[src/rtl/mem_port_arbiter_pkg.sv]
// Shared encodings for the memory port arbiter: FSM states, grant owners and access sizes.
package mem_arb_pkg;

    typedef enum logic [1:0] {
        ST_IDLE  = 2'd0,
        ST_ISSUE = 2'd1,
        ST_RESP  = 2'd2
    } state_t;

    typedef enum logic {
        OWN_IF = 1'b0,
        OWN_DM = 1'b1
    } owner_t;

    localparam logic [1:0] SZ_B = 2'b00;
    localparam logic [1:0] SZ_H = 2'b01;
    localparam logic [1:0] SZ_W = 2'b10;
    localparam logic [1:0] SZ_D = 2'b11;

    // DM has priority unless IF has been passed over STARVE_MAX times in a row.
    function automatic logic pick_if(input logic if_elig, input logic dm_req, input logic starve_sat);
        return if_elig && (!dm_req || starve_sat);
    endfunction

endpackage

[src/rtl/mem_port_arbiter_if.sv]
// Bus bundle between the fetch/MEM stages, the arbiter and the backing memory port.
interface mem_port_arbiter_if #(
    parameter int ADDR_W = 64,
    parameter int DATA_W = 64
);
    logic              IF_REQ;
    logic [ADDR_W-1:0] IF_ADDR;
    logic [31:0]       IF_RDATA;
    logic              IF_DONE;
    logic              IF_STALL;
    logic              FLUSH;

    logic              DM_REQ;
    logic              DM_WE;
    logic [1:0]        DM_SIZE;
    logic [ADDR_W-1:0] DM_ADDR;
    logic [DATA_W-1:0] DM_WDATA;
    logic [DATA_W-1:0] DM_RDATA;
    logic              DM_DONE;
    logic              DM_STALL;

    logic              M_REQ;
    logic              M_WE;
    logic [1:0]        M_SIZE;
    logic [ADDR_W-1:0] M_ADDR;
    logic [DATA_W-1:0] M_WDATA;
    logic [DATA_W-1:0] M_RDATA;
    logic              M_READY;

    logic              BUSY;

    // Arbiter side.
    modport master (
        input  IF_REQ, IF_ADDR, FLUSH,
        input  DM_REQ, DM_WE, DM_SIZE, DM_ADDR, DM_WDATA,
        input  M_RDATA, M_READY,
        output IF_RDATA, IF_DONE, IF_STALL,
        output DM_RDATA, DM_DONE, DM_STALL,
        output M_REQ, M_WE, M_SIZE, M_ADDR, M_WDATA,
        output BUSY
    );

    // Requester / memory side.
    modport slave (
        output IF_REQ, IF_ADDR, FLUSH,
        output DM_REQ, DM_WE, DM_SIZE, DM_ADDR, DM_WDATA,
        output M_RDATA, M_READY,
        input  IF_RDATA, IF_DONE, IF_STALL,
        input  DM_RDATA, DM_DONE, DM_STALL,
        input  M_REQ, M_WE, M_SIZE, M_ADDR, M_WDATA,
        input  BUSY
    );

endinterface

[src/rtl/mem_port_arbiter_starve.sv]
// Saturating count of consecutive DM grants taken while IF is waiting.
module arb_starve_ctr #(
    parameter int STARVE_MAX = 4,
    parameter int CW         = $clog2(STARVE_MAX + 1)
) (
    input  logic          CLK,
    input  logic          RESET,
    input  logic          inc,
    input  logic          clr,
    output logic [CW-1:0] cnt,
    output logic          sat
);

    assign sat = (cnt == CW'(STARVE_MAX));

    always_ff @(posedge CLK) begin
        if (RESET) begin
            cnt <= '0;
        end else if (clr) begin
            cnt <= '0;
        end else if (inc && !sat) begin
            cnt <= cnt + CW'(1);
        end
    end

endmodule

[src/rtl/mem_port_arbiter.sv]
// Shares one memory port between instruction fetch and the MEM-stage load/store path,
// one access at a time through IDLE -> ISSUE -> RESP.
module mem_port_arbiter
    import mem_arb_pkg::*;
#(
    parameter int ADDR_W     = 64,
    parameter int DATA_W     = 64,
    parameter int STARVE_MAX = 4
) (
    input  logic          CLK,
    input  logic          RESET,
    mem_port_arbiter_if.master bus
);

    localparam int CW = $clog2(STARVE_MAX + 1);

    state_t            state;
    state_t            state_nx;
    owner_t            owner;
    logic              if_kill;

    logic              m_we_q;
    logic [1:0]        m_size_q;
    logic [ADDR_W-1:0] m_addr_q;
    logic [DATA_W-1:0] m_wdata_q;
    logic [31:0]       if_rdata_q;
    logic [DATA_W-1:0] dm_rdata_q;

    logic              if_elig;
    logic              grant;
    logic              grant_if;
    logic              starve_inc;
    logic              starve_clr;
    logic              starve_sat;
    logic [CW-1:0]     starve_cnt;

    assign if_elig = bus.IF_REQ && !bus.FLUSH;

    always_comb begin
        state_nx = state;
        grant    = 1'b0;
        grant_if = 1'b0;
        case (state)
            ST_IDLE: begin
                if (if_elig || bus.DM_REQ) begin
                    grant    = 1'b1;
                    grant_if = pick_if(if_elig, bus.DM_REQ, starve_sat);
                    state_nx = ST_ISSUE;
                end
            end
            ST_ISSUE: begin
                if (bus.M_READY) begin
                    state_nx = ST_RESP;
                end
            end
            ST_RESP: state_nx = ST_IDLE;
            default: state_nx = ST_IDLE;
        endcase
    end

    // Only DM grants that actually pass over a live fetch count toward starvation.
    assign starve_inc = grant && !grant_if && if_elig;
    assign starve_clr = (grant && grant_if) || !bus.IF_REQ;

    arb_starve_ctr #(
        .STARVE_MAX (STARVE_MAX),
        .CW         (CW)
    ) u_starve (
        .CLK   (CLK),
        .RESET (RESET),
        .inc   (starve_inc),
        .clr   (starve_clr),
        .cnt   (starve_cnt),
        .sat   (starve_sat)
    );

    always_ff @(posedge CLK) begin
        if (RESET) begin
            state <= ST_IDLE;
        end else begin
            state <= state_nx;
        end
    end

    // Command capture at grant; held stable through ISSUE.
    always_ff @(posedge CLK) begin
        if (RESET) begin
            owner     <= OWN_IF;
            m_we_q    <= 1'b0;
            m_size_q  <= SZ_B;
            m_addr_q  <= '0;
            m_wdata_q <= '0;
        end else if (grant) begin
            if (grant_if) begin
                owner     <= OWN_IF;
                m_we_q    <= 1'b0;
                m_size_q  <= SZ_W;
                m_addr_q  <= bus.IF_ADDR;
                m_wdata_q <= '0;
            end else begin
                owner     <= OWN_DM;
                m_we_q    <= bus.DM_WE;
                m_size_q  <= bus.DM_SIZE;
                m_addr_q  <= bus.DM_ADDR;
                m_wdata_q <= bus.DM_WDATA;
            end
        end
    end

    // A flushed fetch still has to wait out the memory, so remember to drop its result.
    always_ff @(posedge CLK) begin
        if (RESET) begin
            if_kill <= 1'b0;
        end else if (grant) begin
            if_kill <= 1'b0;
        end else if (state == ST_ISSUE && owner == OWN_IF && bus.FLUSH) begin
            if_kill <= 1'b1;
        end
    end

    always_ff @(posedge CLK) begin
        if (RESET) begin
            if_rdata_q <= '0;
            dm_rdata_q <= '0;
        end else if (state == ST_ISSUE && bus.M_READY) begin
            if (owner == OWN_DM) begin
                dm_rdata_q <= bus.M_RDATA;
            end else if (!if_kill && !bus.FLUSH) begin
                if_rdata_q <= bus.M_RDATA[31:0];
            end
        end
    end

    assign bus.M_REQ    = (state == ST_ISSUE);
    assign bus.M_WE     = m_we_q;
    assign bus.M_SIZE   = m_size_q;
    assign bus.M_ADDR   = m_addr_q;
    assign bus.M_WDATA  = m_wdata_q;

    assign bus.IF_RDATA = if_rdata_q;
    assign bus.DM_RDATA = dm_rdata_q;
    assign bus.IF_DONE  = (state == ST_RESP) && (owner == OWN_IF) && !if_kill && !RESET;
    assign bus.DM_DONE  = (state == ST_RESP) && (owner == OWN_DM) && !RESET;
    assign bus.IF_STALL = bus.IF_REQ && !bus.IF_DONE;
    assign bus.DM_STALL = bus.DM_REQ && !bus.DM_DONE;
    assign bus.BUSY     = (state != ST_IDLE);

endmodule

[src/flat_wrapper.sv]
// flat-port wrapper written by rule: the top's interface ports become plain ports
module mem_port_arbiter_flat import mem_arb_pkg::*;
#(
    parameter int ADDR_W     = 64,
    parameter int DATA_W     = 64,
    parameter int STARVE_MAX = 4
)
  (CLK, RESET, bus_IF_REQ, bus_IF_ADDR, bus_FLUSH, bus_DM_REQ, bus_DM_WE, bus_DM_SIZE, bus_DM_ADDR, bus_DM_WDATA, bus_M_RDATA, bus_M_READY, bus_IF_RDATA, bus_IF_DONE, bus_IF_STALL, bus_DM_RDATA, bus_DM_DONE, bus_DM_STALL, bus_M_REQ, bus_M_WE, bus_M_SIZE, bus_M_ADDR, bus_M_WDATA, bus_BUSY);
  mem_port_arbiter_if #(.ADDR_W(ADDR_W), .DATA_W(DATA_W)) bus_i ();
  input  logic CLK;
  input  logic RESET;
  input wire logic [$bits(bus_i.IF_REQ)-1:0] bus_IF_REQ;
  input wire logic [$bits(bus_i.IF_ADDR)-1:0] bus_IF_ADDR;
  input wire logic [$bits(bus_i.FLUSH)-1:0] bus_FLUSH;
  input wire logic [$bits(bus_i.DM_REQ)-1:0] bus_DM_REQ;
  input wire logic [$bits(bus_i.DM_WE)-1:0] bus_DM_WE;
  input wire logic [$bits(bus_i.DM_SIZE)-1:0] bus_DM_SIZE;
  input wire logic [$bits(bus_i.DM_ADDR)-1:0] bus_DM_ADDR;
  input wire logic [$bits(bus_i.DM_WDATA)-1:0] bus_DM_WDATA;
  input wire logic [$bits(bus_i.M_RDATA)-1:0] bus_M_RDATA;
  input wire logic [$bits(bus_i.M_READY)-1:0] bus_M_READY;
  output wire logic [$bits(bus_i.IF_RDATA)-1:0] bus_IF_RDATA;
  output wire logic [$bits(bus_i.IF_DONE)-1:0] bus_IF_DONE;
  output wire logic [$bits(bus_i.IF_STALL)-1:0] bus_IF_STALL;
  output wire logic [$bits(bus_i.DM_RDATA)-1:0] bus_DM_RDATA;
  output wire logic [$bits(bus_i.DM_DONE)-1:0] bus_DM_DONE;
  output wire logic [$bits(bus_i.DM_STALL)-1:0] bus_DM_STALL;
  output wire logic [$bits(bus_i.M_REQ)-1:0] bus_M_REQ;
  output wire logic [$bits(bus_i.M_WE)-1:0] bus_M_WE;
  output wire logic [$bits(bus_i.M_SIZE)-1:0] bus_M_SIZE;
  output wire logic [$bits(bus_i.M_ADDR)-1:0] bus_M_ADDR;
  output wire logic [$bits(bus_i.M_WDATA)-1:0] bus_M_WDATA;
  output wire logic [$bits(bus_i.BUSY)-1:0] bus_BUSY;
  assign bus_i.IF_REQ = bus_IF_REQ;
  assign bus_i.IF_ADDR = bus_IF_ADDR;
  assign bus_i.FLUSH = bus_FLUSH;
  assign bus_i.DM_REQ = bus_DM_REQ;
  assign bus_i.DM_WE = bus_DM_WE;
  assign bus_i.DM_SIZE = bus_DM_SIZE;
  assign bus_i.DM_ADDR = bus_DM_ADDR;
  assign bus_i.DM_WDATA = bus_DM_WDATA;
  assign bus_i.M_RDATA = bus_M_RDATA;
  assign bus_i.M_READY = bus_M_READY;
  assign bus_IF_RDATA = bus_i.IF_RDATA;
  assign bus_IF_DONE = bus_i.IF_DONE;
  assign bus_IF_STALL = bus_i.IF_STALL;
  assign bus_DM_RDATA = bus_i.DM_RDATA;
  assign bus_DM_DONE = bus_i.DM_DONE;
  assign bus_DM_STALL = bus_i.DM_STALL;
  assign bus_M_REQ = bus_i.M_REQ;
  assign bus_M_WE = bus_i.M_WE;
  assign bus_M_SIZE = bus_i.M_SIZE;
  assign bus_M_ADDR = bus_i.M_ADDR;
  assign bus_M_WDATA = bus_i.M_WDATA;
  assign bus_BUSY = bus_i.BUSY;
  mem_port_arbiter #(.ADDR_W(ADDR_W), .DATA_W(DATA_W), .STARVE_MAX(STARVE_MAX)) u_core (.CLK(CLK), .RESET(RESET), .bus(bus_i));
endmodule
[config.mk]
export PLATFORM = sky130hd
export DESIGN_NAME = mem_port_arbiter_flat
export DESIGN_NICKNAME = d
export VERILOG_FILES = /design/src/rtl/mem_port_arbiter_pkg.sv /design/src/rtl/mem_port_arbiter_if.sv /design/src/rtl/mem_port_arbiter_starve.sv /design/src/rtl/mem_port_arbiter.sv /design/src/flat_wrapper.sv
export SDC_FILE = /design/constraint.sdc
export NUM_CORES = 1
export LEC_CHECK = 0
export ABC_CLOCK_PERIOD_IN_PS = 2000
export BUFFER_PORTS_ARGS = -buffer_cell sky130_fd_sc_hd__buf_2
export CAP_MARGIN = 5
export CORE_AREA = 2 2 192 194
export DETAILED_ROUTE_END_ITERATION = 16
export DIE_AREA = 0 0 194 196
export GPL_TIMING_DRIVEN = 0
export PLACE_DENSITY = 0.55
export SLEW_MARGIN = 20
export SYNTH_ARGS = -nofsm -noshare
export SYNTH_HDL_FRONTEND = slang
export SYNTH_SLANG_ARGS = --single-unit
[constraint.sdc]
create_clock -name CLK -period 2 [get_ports CLK]
set_input_delay 0.4 -clock CLK [delete_from_list [all_inputs] [get_ports CLK]]
set_output_delay 0.4 -clock CLK [all_outputs]
set_load 0.02 [all_outputs]
==> results of run 1 <==
-- stage by stage --
stage	instance area (µm²)	TNS (ns)	hold slack, ns	power [W]
2_1_floorplan	8100	0	0.459	0.00614
5_1_grt	12400	-11.95	0.0271	0.0128
6_report	12500	-1.62	0.0495	0.0123
3_5_place_dp	11200	-117.89	0.443	0.00698
4_1_cts	12400	-11.95	0.00818	0.0125
3_3_place_gp	11200	-116.31	0.440	0.00697
-- flip-flops by register name, indices dropped and copies added, names as in the netlist --
signal,flops
u_core.bus.DM_RDATA,64
u_core.bus.M_ADDR,64
u_core.bus.M_WDATA,64
u_core.bus.IF_RDATA,32
u_core.u_starve.cnt,3
u_core.bus.M_SIZE,2
u_core.state,2
u_core.bus.M_WE,1
u_core.if_kill,1
u_core.owner,1
-- synth_stat cells --
| cell type | instances | share of area |
|---|---|---|
| buf_2 | 15 | 0.0093 |
| a31oi_1 | 1 | 0.00077 |
| or2_2 | 1 | 0.00077 |
| nor2b_4 | 1 | 0.0017 |
| a21oi_1 | 99 | 0.061 |
| nand3_1 | 1 | 0.00062 |
| and2_1 | 64 | 0.049 |
| nor2_1 | 8 | 0.0037 |
| inv_1 | 4 | 0.0019 |
| buf_6 | 4 | 0.0056 |
| nor4_1 | 1 | 0.00077 |
| or4_1 | 1 | 0.00093 |
| ha_1 | 2 | 0.0031 |
| nor3_1 | 4 | 0.0025 |
| a221o_1 | 64 | 0.079 |
| o21ai_0 | 1 | 0.00062 |
| or4b_1 | 1 | 0.0012 |
| nor3_2 | 1 | 0.0012 |
| clkbuf_1 | 47 | 0.022 |
| nor2b_1 | 7 | 0.0054 |
| nor3b_1 | 1 | 0.00093 |
| nand2_1 | 194 | 0.090 |
| dfxtp_1 | 234 | 0.58 |
| nand3b_1 | 1 | 0.00093 |
| o21ai_1 | 1 | 0.00062 |
| o22ai_1 | 1 | 0.00077 |
| a21bo_2 | 1 | 0.0012 |
| nand2b_1 | 2 | 0.0015 |
| a21o_1 | 1 | 0.00093 |
| or3_1 | 1 | 0.00077 |
| a22oi_1 | 1 | 0.00093 |
| a22o_1 | 66 | 0.071 |
-- worst min path at each step --
| stage | endpoint | depth (start not counted) |
|---|---|---|
| after floorplan | u_core.u_starve.cnt[2]$_SDFFE_PP0P_ | 2 |
| after global placement | u_core.bus.DM_RDATA[39]$_SDFFE_PP0P_ | 2 |
| after detailed placement | u_core.bus.IF_RDATA[10]$_SDFFE_PP0P_ | 2 |
| after CTS | u_core.bus.M_WDATA[33]$_SDFFE_PP0N_ | 2 |
| after global routing | u_core.bus.M_WDATA[60]$_SDFFE_PP0N_ | 2 |
| final | u_core.bus.M_WDATA[38]$_SDFFE_PP0N_ | 2 |
-- cell type report --
type,instances,area [µm²]
Sequential cell,234,4690
Inverter,4,15.0
Multi-Input combinational cell,527,3160
Clock inverter,14,190
Antenna cell,2,5.00
Fill cell,3769,23600
Buffer,64,469
Timing Repair Buffer,503,2550
Clock buffer,37,785
Tap cell,468,586
-- power groups by stage --
| stage | combinational (W) | sequential, W | clock [W] |
|---|---|---|---|
| 6_report | 0.00182 | 0.00514 | 0.00535 |
| 5_1_grt | 0.00195 | 0.00518 | 0.00566 |
| 4_1_cts | 0.00183 | 0.00514 | 0.00552 |
| 3_5_place_dp | 0.00175 | 0.00523 | 0 |
| 3_3_place_gp | 0.00174 | 0.00523 | 0 |
| 2_1_floorplan | 0.000554 | 0.00558 | 0 |
-- routing by layer --
metal  global-route usage  wire length (µm)  up-vias
li1                     -                 -     3998
met1                0.210             14100     3902
met2                0.267             15900      313
met3               0.0363              2100       50
met4               0.0457               783        2
met5                    0                13        -
-- repair_timing --
item,in CTS,in global routing
hold endpoints to repair,0,0
buffers inserted,4,3
setup endpoints to repair,216,202
gates resized for setup,46,28
gates cloned,0,0
pin swaps,4,16
-- worst register-to-register path, cell delays in order, from the launching register on --
cell and delay, ns:
dfxtp_4 0.36, or4b_4 0.54, nor2b_4 0.17, nor3_4 0.05, buf_12 0.15, buf_12 0.15, buf_8 0.16, a221o_1 0.35
-- cells by family (layout without fill, tap and decap cells) --
| logic type | Yosys count | after routing | share of synthesized area |
|---|---|---|---|
| AOI/OAI and AO/OA | 236 | 236 | 0.218 |
| adders and majority gates | 2 | 2 | 0.00309 |
| buffers and inverters | 70 | 622 | 0.0385 |
| DFF | 234 | 234 | 0.578 |
| other | 0 | 2 | 0 |
| and+or+nand+nor | 289 | 289 | 0.162 |
-- layout by cell type (no fill, tap or decap), drive strengths merged, types with 7 or more instances in the layout --
master    n
a21oi    99
a22o     66
nand2   194
nor2b     8
nor2      8
dfxtp   234
clkinv    7
and2     64
clkbuf   80
buf     524
a221o    64
==> qor.csv, run 1 <==
stage;metric;value;unit
detailed_routing;DRT iter0 DRCs;367;
global_routing;initial antenna violation count;4;
floorplanning;Horiz. Die Dim;194;µm
global_routing;GRT Overall Usage;0.161;
pwr;Net Sw Power;0.00331;W
yosys;Ys Warns;0;
run;Max Cap Viol;0;
detailed_routing;Post-Route WL;32.9;mm
sta;Setup Viol. Count Final;36;
sta;Final Hold Vio Count;0;
floorplanning;die height;196;µm
yosys;Mapped Avg Cell Area;9.74;µm²
clock_network;Worst-path clk slew;0.06;ns
pwr;Power per Cell Area;990;nW/µm²
setup_path;RR Startpoint;u_core.state[0]$_SDFFE_PP0P_;
setup_path;CP Launch Point;u_core.state[0]$_SDFFE_PP0P_;
global_routing;grt ovf;0;
clock_network;CTS tree;yes;
sta;FMAX;481;MHz
final_layout;non-filler instance count after layout;1853;
setup_path;Critical-path top delay cell;or4b_4;
global_routing;number of global-route vias before repair;7871;
clock_network;hold-fix buffer count after cts;0;
setup_path;CP bufs+invs;3;
floorplanning;Core Area;36100;µm²
outcome;status;complete, but fails checks;
setup_path;required time worst endpoint;2.43;ns
floorplanning;DIE AREA;38000;µm²
pwr;Sw Ratio;0.269;
placed_design;Port Buffers;497;
sta;Tcrit/Tclk final;1.04;
hold_path;worst hold path class;primary input to flip-flop;
setup_path;CP startpoint kind;flip-flop;
setup_path;CP delay by family, top;simple AND/OR/NAND/NOR gates;
floorplanning;Initial Util;0.224;
sta;Rel. slew slack;0.588;
clock_network;clk root buf;clkbuf_16;
pwr;Comb pwr share;0.148;
setup_path;flop2flop setup slack;-0.08;ns
pwr;VDD IR max;0.815;mV
global_routing;first-pass GRT wire length;48.0;mm
placed_design;pre-CTS worst setup slack;-1.10;ns
yosys;Synth cell types;32;
placed_design;detailed placement HPWL;25.5;mm
final_layout;Final Util;0.345;
setup_path;max incr delay on CP;0.54;ns
yosys;sequential share of the synthesized area;0.578;
final_layout;Nets;1629;
sta;Slew @ Worst Pin;0.617;ns
sta;Tmin final;2.08;ns
floorplanning;# rows;70;
final_layout;share of cells above drive strength 1;0.429;
detailed_routing;vias per cell;4.46;
clock_network;CTS Sinks;234;
setup_path;Reg2Reg Depth;7;
detailed_routing;routed len/inst;17.7;µm
clock_network;clk_lat worst skew;0.56;ns
pwr;sequential share of power;0.418;
detailed_routing;Post-route DRC;0;
setup_path;cell-by-cell trace of the critical path;or4b_4 -> nor2b_4 -> nor3_4 -> buf_12 -> buf_12 -> buf_8 -> a221o_1;
yosys;Cell Area, Synth;8100;µm²
yosys;Seq cells post-synth;234;
sta;max-slew violations;0;
yosys;Synth Net Count;1098;
final_layout;synth-to-layout area growth;53.8;%
setup_path;WP data arrival;2.51;ns
placed_design;placed cells;1796;
yosys;Syn Inst Count;831;
clock_network;maximum buffer depth of the clock tree;3;
outcome;failing checks;negative setup slack;
setup_path;critical path depth;7;
setup_path;Max Fanout on Critical Path;10;
setup_path;Reg-to-Reg End;u_core.bus.M_ADDR[47]$_SDFFE_PP0N_;
pwr;Clk pwr share;0.434;
global_routing;pin count of the biggest net entering global routing;16;
pwr;cell-internal power;0.00901;W
sta;RSZ-0062 raised after global routing;yes;
setup_path;Top cell by count, worst path;buf_12;
setup_path;crit path capture;u_core.bus.M_ADDR[47]$_SDFFE_PP0N_;
sta;Worst Clk Skew;0.0306;ns
clock_network;CTS H-tree depth;1;
placed_design;GPL Wtd Cong;0.868;
sta;PnR worst setup slack;-0.0789;ns
setup_path;WS Path Type;flip-flop to flip-flop;
detailed_routing;routed vias;8265;
clock_network;total CTS buffers;28;
detailed_routing;DRT Pass-1 Iters;4;
setup_path;CP Capture Type;flip-flop;
hold_path;Hold Startpoint;bus_DM_WDATA[38];
detailed_routing;Final ANT Viol Nets;0;
pwr;LEAKAGE;5.88;nW
floorplanning;# IOs;498;
Power figures use the tool's default switching activity.
==> run 2, diff against run 1 <==
--- a/config.mk
+++ b/config.mk
@@ -12,7 +12,6 @@
 export DETAILED_ROUTE_END_ITERATION = 16
 export DIE_AREA = 0 0 194 196
 export GPL_TIMING_DRIVEN = 0
-export PLACE_DENSITY = 0.55
 export SLEW_MARGIN = 20
 export SYNTH_ARGS = -nofsm -noshare
 export SYNTH_HDL_FRONTEND = slang
==> run 2 against run 1 <==
Largest power group unchanged; count of clock-buffer cells in the layout grew 1; final cell count increased by 0.49%; via count is 1.1% lower; clock power down 3%; the run still ends with negative setup slack left; global-route usage decreased by 0.43 points; sequential cell count is the same.
==> qor.csv, run 2 (synthesized netlist as in run 1, its figures left out) <==
stage;metric;value;unit;change
sta;RSZ-0062 raised after global routing;yes;;unchanged
sta;FMAX;495;MHz;was 481 MHz
setup_path;cell-by-cell trace of the critical path;or4b_4 -> nor2b_4 -> nor3_4 -> buf_12 -> buf_12 -> clkbuf_16 -> a221o_1;;was or4b_4 -> nor2b_4 -> nor3_4 -> buf_12 -> buf_12 -> buf_8 -> a221o_1
global_routing;number of global-route vias before repair;8047;;was 7871
hold_path;hold path endpoint;u_core.bus.M_WDATA[53]$_SDFFE_PP0N_;;was u_core.bus.M_WDATA[38]$_SDFFE_PP0N_
final_layout;most frequent cells in the layout;502 x buf_2, 229 x dfxtp_1, 193 x nand2_1, 99 x a21oi_1, 66 x a22o_1;;was 506 x buf_2, 230 x dfxtp_1, 194 x nand2_1, 99 x a21oi_1, 66 x a22o_1
sta;Worst Clk Skew;0.0161;ns;was 0.0306 ns
detailed_routing;vias per cell;4.39;;was 4.46
pwr;VDD IR max;0.608;mV;was 0.815 mV
setup_path;RR Startpoint;u_core.state[1]$_SDFFE_PP0P_;;was u_core.state[0]$_SDFFE_PP0P_
global_routing;grt ovf;0;;unchanged
sta;Slew @ Worst Pin;0.630;ns;was 0.617 ns
setup_path;WP data arrival;2.44;ns;was 2.51 ns
sta;Tcrit/Tclk final;1.01;;was 1.04
global_routing;pin count of the biggest net entering global routing;14;;was 16
clock_network;total CTS buffers;29;;was 28
setup_path;CP Capture Type;flip-flop;;unchanged
clock_network;Worst-path clk slew;0.06;ns;about the same
outcome;status;complete, but fails checks;;unchanged
detailed_routing;Final ANT Viol Nets;0;;unchanged
detailed_routing;top sig layer;met4;;was met5
final_layout;share of cells above drive strength 1;0.440;;was 0.429
detailed_routing;routed len/inst;17.1;µm;was 17.7 µm
clock_network;CTS Sinks;234;;unchanged
pwr;LEAKAGE;5.93;nW;was 5.88 nW
global_routing;first-pass GRT wire length;47.0;mm;was 48.0 mm
final_layout;fin area;12600;µm²;was 12500 µm²
global_routing;GRT Overall Usage;0.157;;was 0.161
floorplanning;# IOs;498;;unchanged
placed_design;DP Area;11200;µm²;unchanged
floorplanning;Initial Util;0.224;;unchanged
pwr;Power per Cell Area;972;nW/µm²;was 990 nW/µm²
floorplanning;Core Area;36100;µm²;unchanged
hold_path;Hold Path Depth;2;;unchanged
detailed_routing;met2 wire len;15.3;mm;was 15.9 mm
setup_path;Top cell by count, worst path;buf_12;;unchanged
final_layout;synth-to-layout area growth;55.1;%;was 53.8%
clock_network;hold-fix buffer count after cts;0;;unchanged
final_layout;Seq. cell area;4700;µm²;was 4690 µm²
outcome;failing checks;negative setup slack;;unchanged
final_layout;Nets;1635;;was 1629
detailed_routing;DRT iter0 DRCs;353;;was 367
setup_path;max incr delay on CP;0.55;ns;was 0.54 ns
sta;Rel. slew slack;0.577;;was 0.588
sta;max-slew violations;0;;unchanged
floorplanning;die height;196;µm;unchanged
floorplanning;Horiz. Die Dim;194;µm;unchanged
detailed_routing;Met1 Routed Length;13.7;mm;was 14.1 mm
final_layout;area taken by multi-input logic gates;3170;µm²;was 3160 µm²
clock_network;CTS tree;yes;;unchanged
global_routing;initial antenna violation count;4;;unchanged
run;Max Cap Viol;0;;unchanged
detailed_routing;Post-route DRC;0;;unchanged
setup_path;required time worst endpoint;2.42;ns;was 2.43 ns
setup_path;WS Path Type;flip-flop to flip-flop;;unchanged
placed_design;GPL Wtd Cong;0.829;;was 0.868
clock_network;clk root buf;clkbuf_16;;unchanged
clock_network;CTS H-tree depth;1;;unchanged
hold_path;Hold Startpoint;bus_DM_WDATA[53];;was bus_DM_WDATA[38]
clock_network;maximum buffer depth of the clock tree;3;;unchanged
detailed_routing;Post-Route WL;31.9;mm;was 32.9 mm
setup_path;Critical-path top delay cell;or4b_4;;unchanged
placed_design;Port Buffers;497;;unchanged
setup_path;Max Fanout on Critical Path;8;;was 10
detailed_routing;met3 wire length;2.08;mm;was 2.10 mm
sta;Tmin final;2.02;ns;was 2.08 ns
setup_path;CP startpoint kind;flip-flop;;unchanged
floorplanning;DIE AREA;38000;µm²;unchanged
sta;PnR worst setup slack;-0.0198;ns;was -0.0789 ns
sta;worst hold margin;0.0701;ns;was 0.0495 ns
sta;Final Hold Vio Count;0;;unchanged
hold_path;worst hold path class;primary input to flip-flop;;unchanged
final_layout;fill count;3797;;was 3769
final_layout;commonest non-fill, non-tap cell in the layout;buf_2;;unchanged
detailed_routing;DRT Pass-1 Iters;5;;was 4
sta;Setup Viol. Count Final;8;;was 36
floorplanning;# rows;70;;unchanged
clock_network;clk_lat worst skew;0.54;ns;was 0.56 ns
setup_path;Reg2Reg Depth;7;;unchanged
setup_path;Reg-to-Reg End;u_core.bus.M_ADDR[32]$_SDFFE_PP0N_;;was u_core.bus.M_ADDR[47]$_SDFFE_PP0N_
detailed_routing;routed vias;8174;;was 8265
setup_path;flop2flop setup slack;-0.02;ns;was -0.08 ns
placed_design;detailed placement HPWL;24.4;mm;was 25.5 mm
==> run 2: changes by cell type in the layout (fill, tap and decap cells not counted), sizes merged <==
cell,previous run,this run
clkinvlp,2,3
bufinv,4,2
buf,524,532
clkbuf,80,78
diode,2,4
clkinv,7,9
==> run 2: final cells by class <==
type	count	area share
Multi-Input combinational cell	527	0.252
Clock buffer	38	0.0652
Timing Repair Buffer	508	0.213
Inverter	4	0.00120
Clock inverter	15	0.0115
Sequential cell	234	0.374
Buffer	64	0.0355
Tap cell	468	0.0466
Antenna cell	4	0.000797
==> run 2: timing repair <==
action	CTS	global route
setup buffers	5	3
setup endpoints to repair	196	164
resized for setup	61	35
cloned	2	2
pin swaps	31	35
==> run 2: power by group <==
group / switching (W) / internal [W]
combinational: 0.00107 / 0.000801
clock: 0.00206 / 0.00314
sequential: 0.000161 / 0.00497
total: 0.00330 / 0.00891
==> run 2: routing by layer <==
metal,up-vias,track usage
met2,317,0.267
met3,46,0.0291
met1,3807,0.199
li1,4004,-
met4,0,0.0525
met5,-,0
==> run 2: per-stage QoR <==
step	setup WS, ns	instances	power [W]	setup TNS, ns	util
finish	-0.0198	1862	0.0122	-0.0995	0.348
global placement	-1.10	1796	0.00696	-110.36	0.310
global route	-0.0981	1861	0.0127	-2.89	0.348
floorplan	0.0876	831	0.00614	0	-
detailed placement	-1.15	1796	0.00697	-116.79	0.310
CTS	-0.0771	1855	0.0123	-1.86	0.344
==> run 2: worst max-delay path by stage <==
stage	slack, ns	end	cells past startpoint	startpoint
floorplan	0.09	u_core.bus.M_ADDR[30]$_SDFFE_PP0N_	7	bus_FLUSH
CTS	-0.08	u_core.bus.M_ADDR[48]$_SDFFE_PP0N_	7	u_core.state[0]$_SDFFE_PP0P_
global placement	-1.10	u_core.bus.M_WDATA[23]$_SDFFE_PP0N_	7	RESET
detailed placement	-1.15	u_core.bus.M_WDATA[17]$_SDFFE_PP0N_	7	RESET
finish	-0.02	u_core.bus.M_ADDR[32]$_SDFFE_PP0N_	7	u_core.state[1]$_SDFFE_PP0P_
global route	-0.1	bus_IF_STALL	5	u_core.state[0]$_SDFFE_PP0P_
==> run 2: worst max-delay path, delay by kind of cell, from the launching register on <==
kind | cells | cell delay (ns)
simple gates | 3 | 0.78
buf+inv | 3 | 0.46
flops | 1 | 0.35
compound gates | 1 | 0.31
==> run 3, diff against run 2 <==
--- a/config.mk
+++ b/config.mk
@@ -5,12 +5,12 @@
 export SDC_FILE = /design/constraint.sdc
 export NUM_CORES = 1
 export LEC_CHECK = 0
-export ABC_CLOCK_PERIOD_IN_PS = 2000
+export ABC_CLOCK_PERIOD_IN_PS = 2100
 export BUFFER_PORTS_ARGS = -buffer_cell sky130_fd_sc_hd__buf_2
 export CAP_MARGIN = 5
-export CORE_AREA = 2 2 192 194
+export CORE_AREA = 2 2 193 195
 export DETAILED_ROUTE_END_ITERATION = 16
-export DIE_AREA = 0 0 194 196
+export DIE_AREA = 0 0 195 197
 export GPL_TIMING_DRIVEN = 0
 export SLEW_MARGIN = 20
 export SYNTH_ARGS = -nofsm -noshare
==> constraint.sdc (replaced) <==
create_clock -name CLK -period 2.1 [get_ports CLK]
set_input_delay 0.42 -clock CLK [delete_from_list [all_inputs] [get_ports CLK]]
set_output_delay 0.42 -clock CLK [all_outputs]
set_load 0.02 [all_outputs]
==> run 3 against run 2 <==
Clock skew decreased by 0.0059 ns; final cell count down 0.70%; non-clock buffer count is 5 lower; worst setup slack better by 0.11 ns; sequential cell count stayed put; count of clock-buffer cells in the layout is 2 higher; first-iteration DRC count is 20% higher; highest routed layer unchanged; the run now ends clean; register-to-register slack gained 0.11 ns; global-route usage grew 0.16 points; hold slack gained 0.032 ns; power shrank 8.4%; core utilization shrank 1.2 points.
==> qor.csv, run 3 (synthesized netlist as in run 1, its figures left out) <==
stage;metric;value;unit;change
setup_path;Reg2Reg Depth;8;;was 7
floorplanning;Horiz. Die Dim;195;µm;was 194 µm
sta;Worst Clk Skew;0.0101;ns;was 0.0161 ns
detailed_routing;vias per cell;4.49;;was 4.39
global_routing;grt ovf;0;;unchanged
setup_path;required time worst endpoint;2.58;ns;was 2.42 ns
setup_path;CP Capture Type;flip-flop;;unchanged
pwr;VDD IR max;0.543;mV;was 0.608 mV
global_routing;GRT Overall Usage;0.158;;was 0.157
pwr;sequential share of power;0.438;;was 0.421
sta;Fin Setup TNS;0;ns;was -0.0995 ns
clock_network;CTS H-tree depth;1;;unchanged
detailed_routing;Post-Route WL;32.8;mm;was 31.9 mm
detailed_routing;Post-route DRC;0;;unchanged
floorplanning;die height;197;µm;was 196 µm
setup_path;RR Startpoint;u_core.u_starve.cnt[0]$_SDFFE_PP0P_;;was u_core.state[1]$_SDFFE_PP0P_
floorplanning;Core Area;36300;µm²;was 36100 µm²
pwr;Sw Ratio;0.271;;was 0.270
pwr;Power per Cell Area;916;nW/µm²;was 972 nW/µm²
setup_path;WP data arrival;2.49;ns;was 2.44 ns
final_layout;Final Util;0.337;;was 0.348
final_layout;fin area;12200;µm²;was 12600 µm²
sta;Tmin final;2.01;ns;was 2.02 ns
final_layout;commonest non-fill, non-tap cell in the layout;buf_2;;unchanged
final_layout;synth-to-layout area growth;50.7;%;was 55.1%
sta;Slew @ Worst Pin;0.624;ns;was 0.630 ns
pwr;Comb pwr share;0.154;;about the same
placed_design;pre-CTS worst setup slack;-0.685;ns;was -1.15 ns
setup_path;flop2flop setup slack;0.09;ns;was -0.02 ns
clock_network;hold-fix buffer count after cts;0;;unchanged
pwr;cell-internal power;0.00815;W;was 0.00891 W
pwr;Clk pwr share;0.409;;was 0.426
hold_path;hold path endpoint;u_core.bus.M_WDATA[31]$_SDFFE_PP0N_;;was u_core.bus.M_WDATA[53]$_SDFFE_PP0N_
clock_network;maximum buffer depth of the clock tree;3;;unchanged
detailed_routing;routed len/inst;17.7;µm;was 17.1 µm
outcome;status;completed;;was complete, but fails checks
clock_network;CTS Sinks;234;;unchanged
pwr;total power draw;0.0112;W;was 0.0122 W
detailed_routing;DRT iter0 DRCs;425;;was 353
detailed_routing;Final ANT Viol Nets;0;;unchanged
detailed_routing;DRT Pass-1 Iters;5;;unchanged
hold_path;Hold Startpoint;bus_DM_WDATA[31];;was bus_DM_WDATA[53]
hold_path;Hold Path Depth;2;;unchanged
placed_design;Port Buffers;497;;unchanged
run;Max Cap Viol;0;;unchanged
placed_design;detailed placement HPWL;25.6;mm;was 24.4 mm
sta;Final Hold Vio Count;0;;unchanged
clock_network;clk root buf;clkbuf_16;;unchanged
clock_network;clk_lat worst skew;0.54;ns;about the same
sta;RSZ-0062 raised after global routing;yes;;unchanged
setup_path;WS Path Type;flip-flop to flip-flop;;unchanged
clock_network;CTS tree;yes;;unchanged
hold_path;worst hold path class;primary input to flip-flop;;unchanged
pwr;Net Sw Power;0.00303;W;was 0.00330 W
global_routing;first-pass GRT wire length;47.0;mm;about the same
floorplanning;# IOs;498;;unchanged
global_routing;pin count of the biggest net entering global routing;13;;was 14
sta;FMAX;496;MHz;was 495 MHz
final_layout;area taken by multi-input logic gates;3150;µm²;was 3170 µm²
sta;Setup Viol. Count Final;0;;was 8
floorplanning;Initial Util;0.223;;was 0.224
sta;PnR worst setup slack;0.0854;ns;was -0.0198 ns
final_layout;Nets;1628;;was 1635
detailed_routing;routed vias;8301;;was 8174
final_layout;most frequent cells in the layout;503 x buf_2, 230 x dfxtp_1, 194 x nand2_1, 99 x a21oi_1, 66 x a22o_1;;was 502 x buf_2, 229 x dfxtp_1, 193 x nand2_1, 99 x a21oi_1, 66 x a22o_1
setup_path;Reg-to-Reg End;u_core.bus.M_WDATA[19]$_SDFFE_PP0N_;;was u_core.bus.M_ADDR[32]$_SDFFE_PP0N_
global_routing;initial antenna violation count;0;;was 4
clock_network;Worst-path clk slew;0.06;ns;about the same
placed_design;DP Area;11200;µm²;about the same
final_layout;fill count;3815;;was 3797
global_routing;number of global-route vias before repair;7854;;was 8047
setup_path;CP startpoint kind;flip-flop;;unchanged
pwr;LEAKAGE;5.79;nW;was 5.93 nW
floorplanning;DIE AREA;38400;µm²;was 38000 µm²
final_layout;share of cells above drive strength 1;0.425;;was 0.440
sta;Rel. slew slack;0.584;;was 0.577
sta;max-slew violations;0;;unchanged
final_layout;Seq. cell area;4690;µm²;was 4700 µm²
setup_path;Max Fanout on Critical Path;10;;was 8
sta;Tcrit/Tclk final;0.959;;was 1.01
floorplanning;# rows;70;;unchanged
clock_network;total CTS buffers;27;;was 29
placed_design;GPL Wtd Cong;0.864;;was 0.829
-- run 3: cell types whose count changed in the layout (fill, tap and decap cells not counted), sizes merged --
| cell | previous run | this run |
|---|---|---|
| diode | 4 | 1 |
| clkinvlp | 3 | 0 |
| buf | 532 | 520 |
| inv | 5 | 4 |
| clkbuf | 78 | 87 |
| clkinv | 9 | 6 |
-- run 3: how the worst max path moves through the flow --
stage / from / end / slack [ns] / depth (start not counted)
6_report: u_core.u_starve.cnt[0]$_SDFFE_PP0P_ / u_core.bus.M_WDATA[19]$_SDFFE_PP0N_ / 0.09 / 8
5_1_grt: u_core.state[1]$_SDFFE_PP0P_ / u_core.bus.M_WDATA[61]$_SDFFE_PP0N_ / -0.0008 / 6
4_1_cts: u_core.u_starve.cnt[0]$_SDFFE_PP0P_ / u_core.bus.M_ADDR[51]$_SDFFE_PP0N_ / 0.0001 / 9
3_5_place_dp: RESET / u_core.bus.M_WDATA[57]$_SDFFE_PP0N_ / -0.69 / 7
3_3_place_gp: RESET / u_core.bus.M_WDATA[62]$_SDFFE_PP0N_ / -0.67 / 7
2_1_floorplan: bus_FLUSH / u_core.bus.M_ADDR[30]$_SDFFE_PP0N_ / 0.17 / 7
-- run 3: layout make-up --
cell class | instances | share of cell area
Antenna cell | 1 | 0.000205
Clock inverter | 8 | 0.00738
Timing Repair Buffer | 501 | 0.206
Tap cell | 468 | 0.0480
Clock buffer | 40 | 0.0618
Inverter | 4 | 0.00123
Multi-Input combinational cell | 527 | 0.258
Buffer | 66 | 0.0328
Sequential cell | 234 | 0.384
-- run 3: critical path: stages, from the launching register on --
cell	delay [ns]
dfxtp_2	0.35
inv_1	0.05
ha_1	0.21
a21bo_2	0.24
nor2b_4	0.14
nor3_4	0.34
buf_6	0.23
clkbuf_4	0.24
a22o_1	0.16
-- run 3: stage by stage --
stage / hold WS (ns) / instances
5_1_grt: 0.0780 / 1848
4_1_cts: 0.0732 / 1847
3_5_place_dp: 0.443 / 1796
3_3_place_gp: 0.440 / 1796
6_report: 0.102 / 1849
2_1_floorplan: 0.459 / 831
-- run 3: power by group through the flow --
stage | clock [W] | combinational, W | sequential [W]
floorplan | 0 | 0.000528 | 0.00532
global placement | 0 | 0.00167 | 0.00497
detailed placement | 0 | 0.00168 | 0.00497
CTS | 0.00468 | 0.00172 | 0.00488
global route | 0.00487 | 0.00183 | 0.00492
finish | 0.00457 | 0.00172 | 0.00489
-- run 3: what timing repair did --
action	in CTS	in global routing
pin swaps	6	0
buffers inserted	4	1
setup endpoints to repair	186	161
endpoints found under the hold margin	0	0
gates resized for setup	39	17
-- run 3: per-layer routing --
layer  global-route usage  part of all wire
met1                0.212              0.44
met2                0.255              0.47
met3               0.0296             0.061
met4               0.0554             0.027
met5                    0                 0
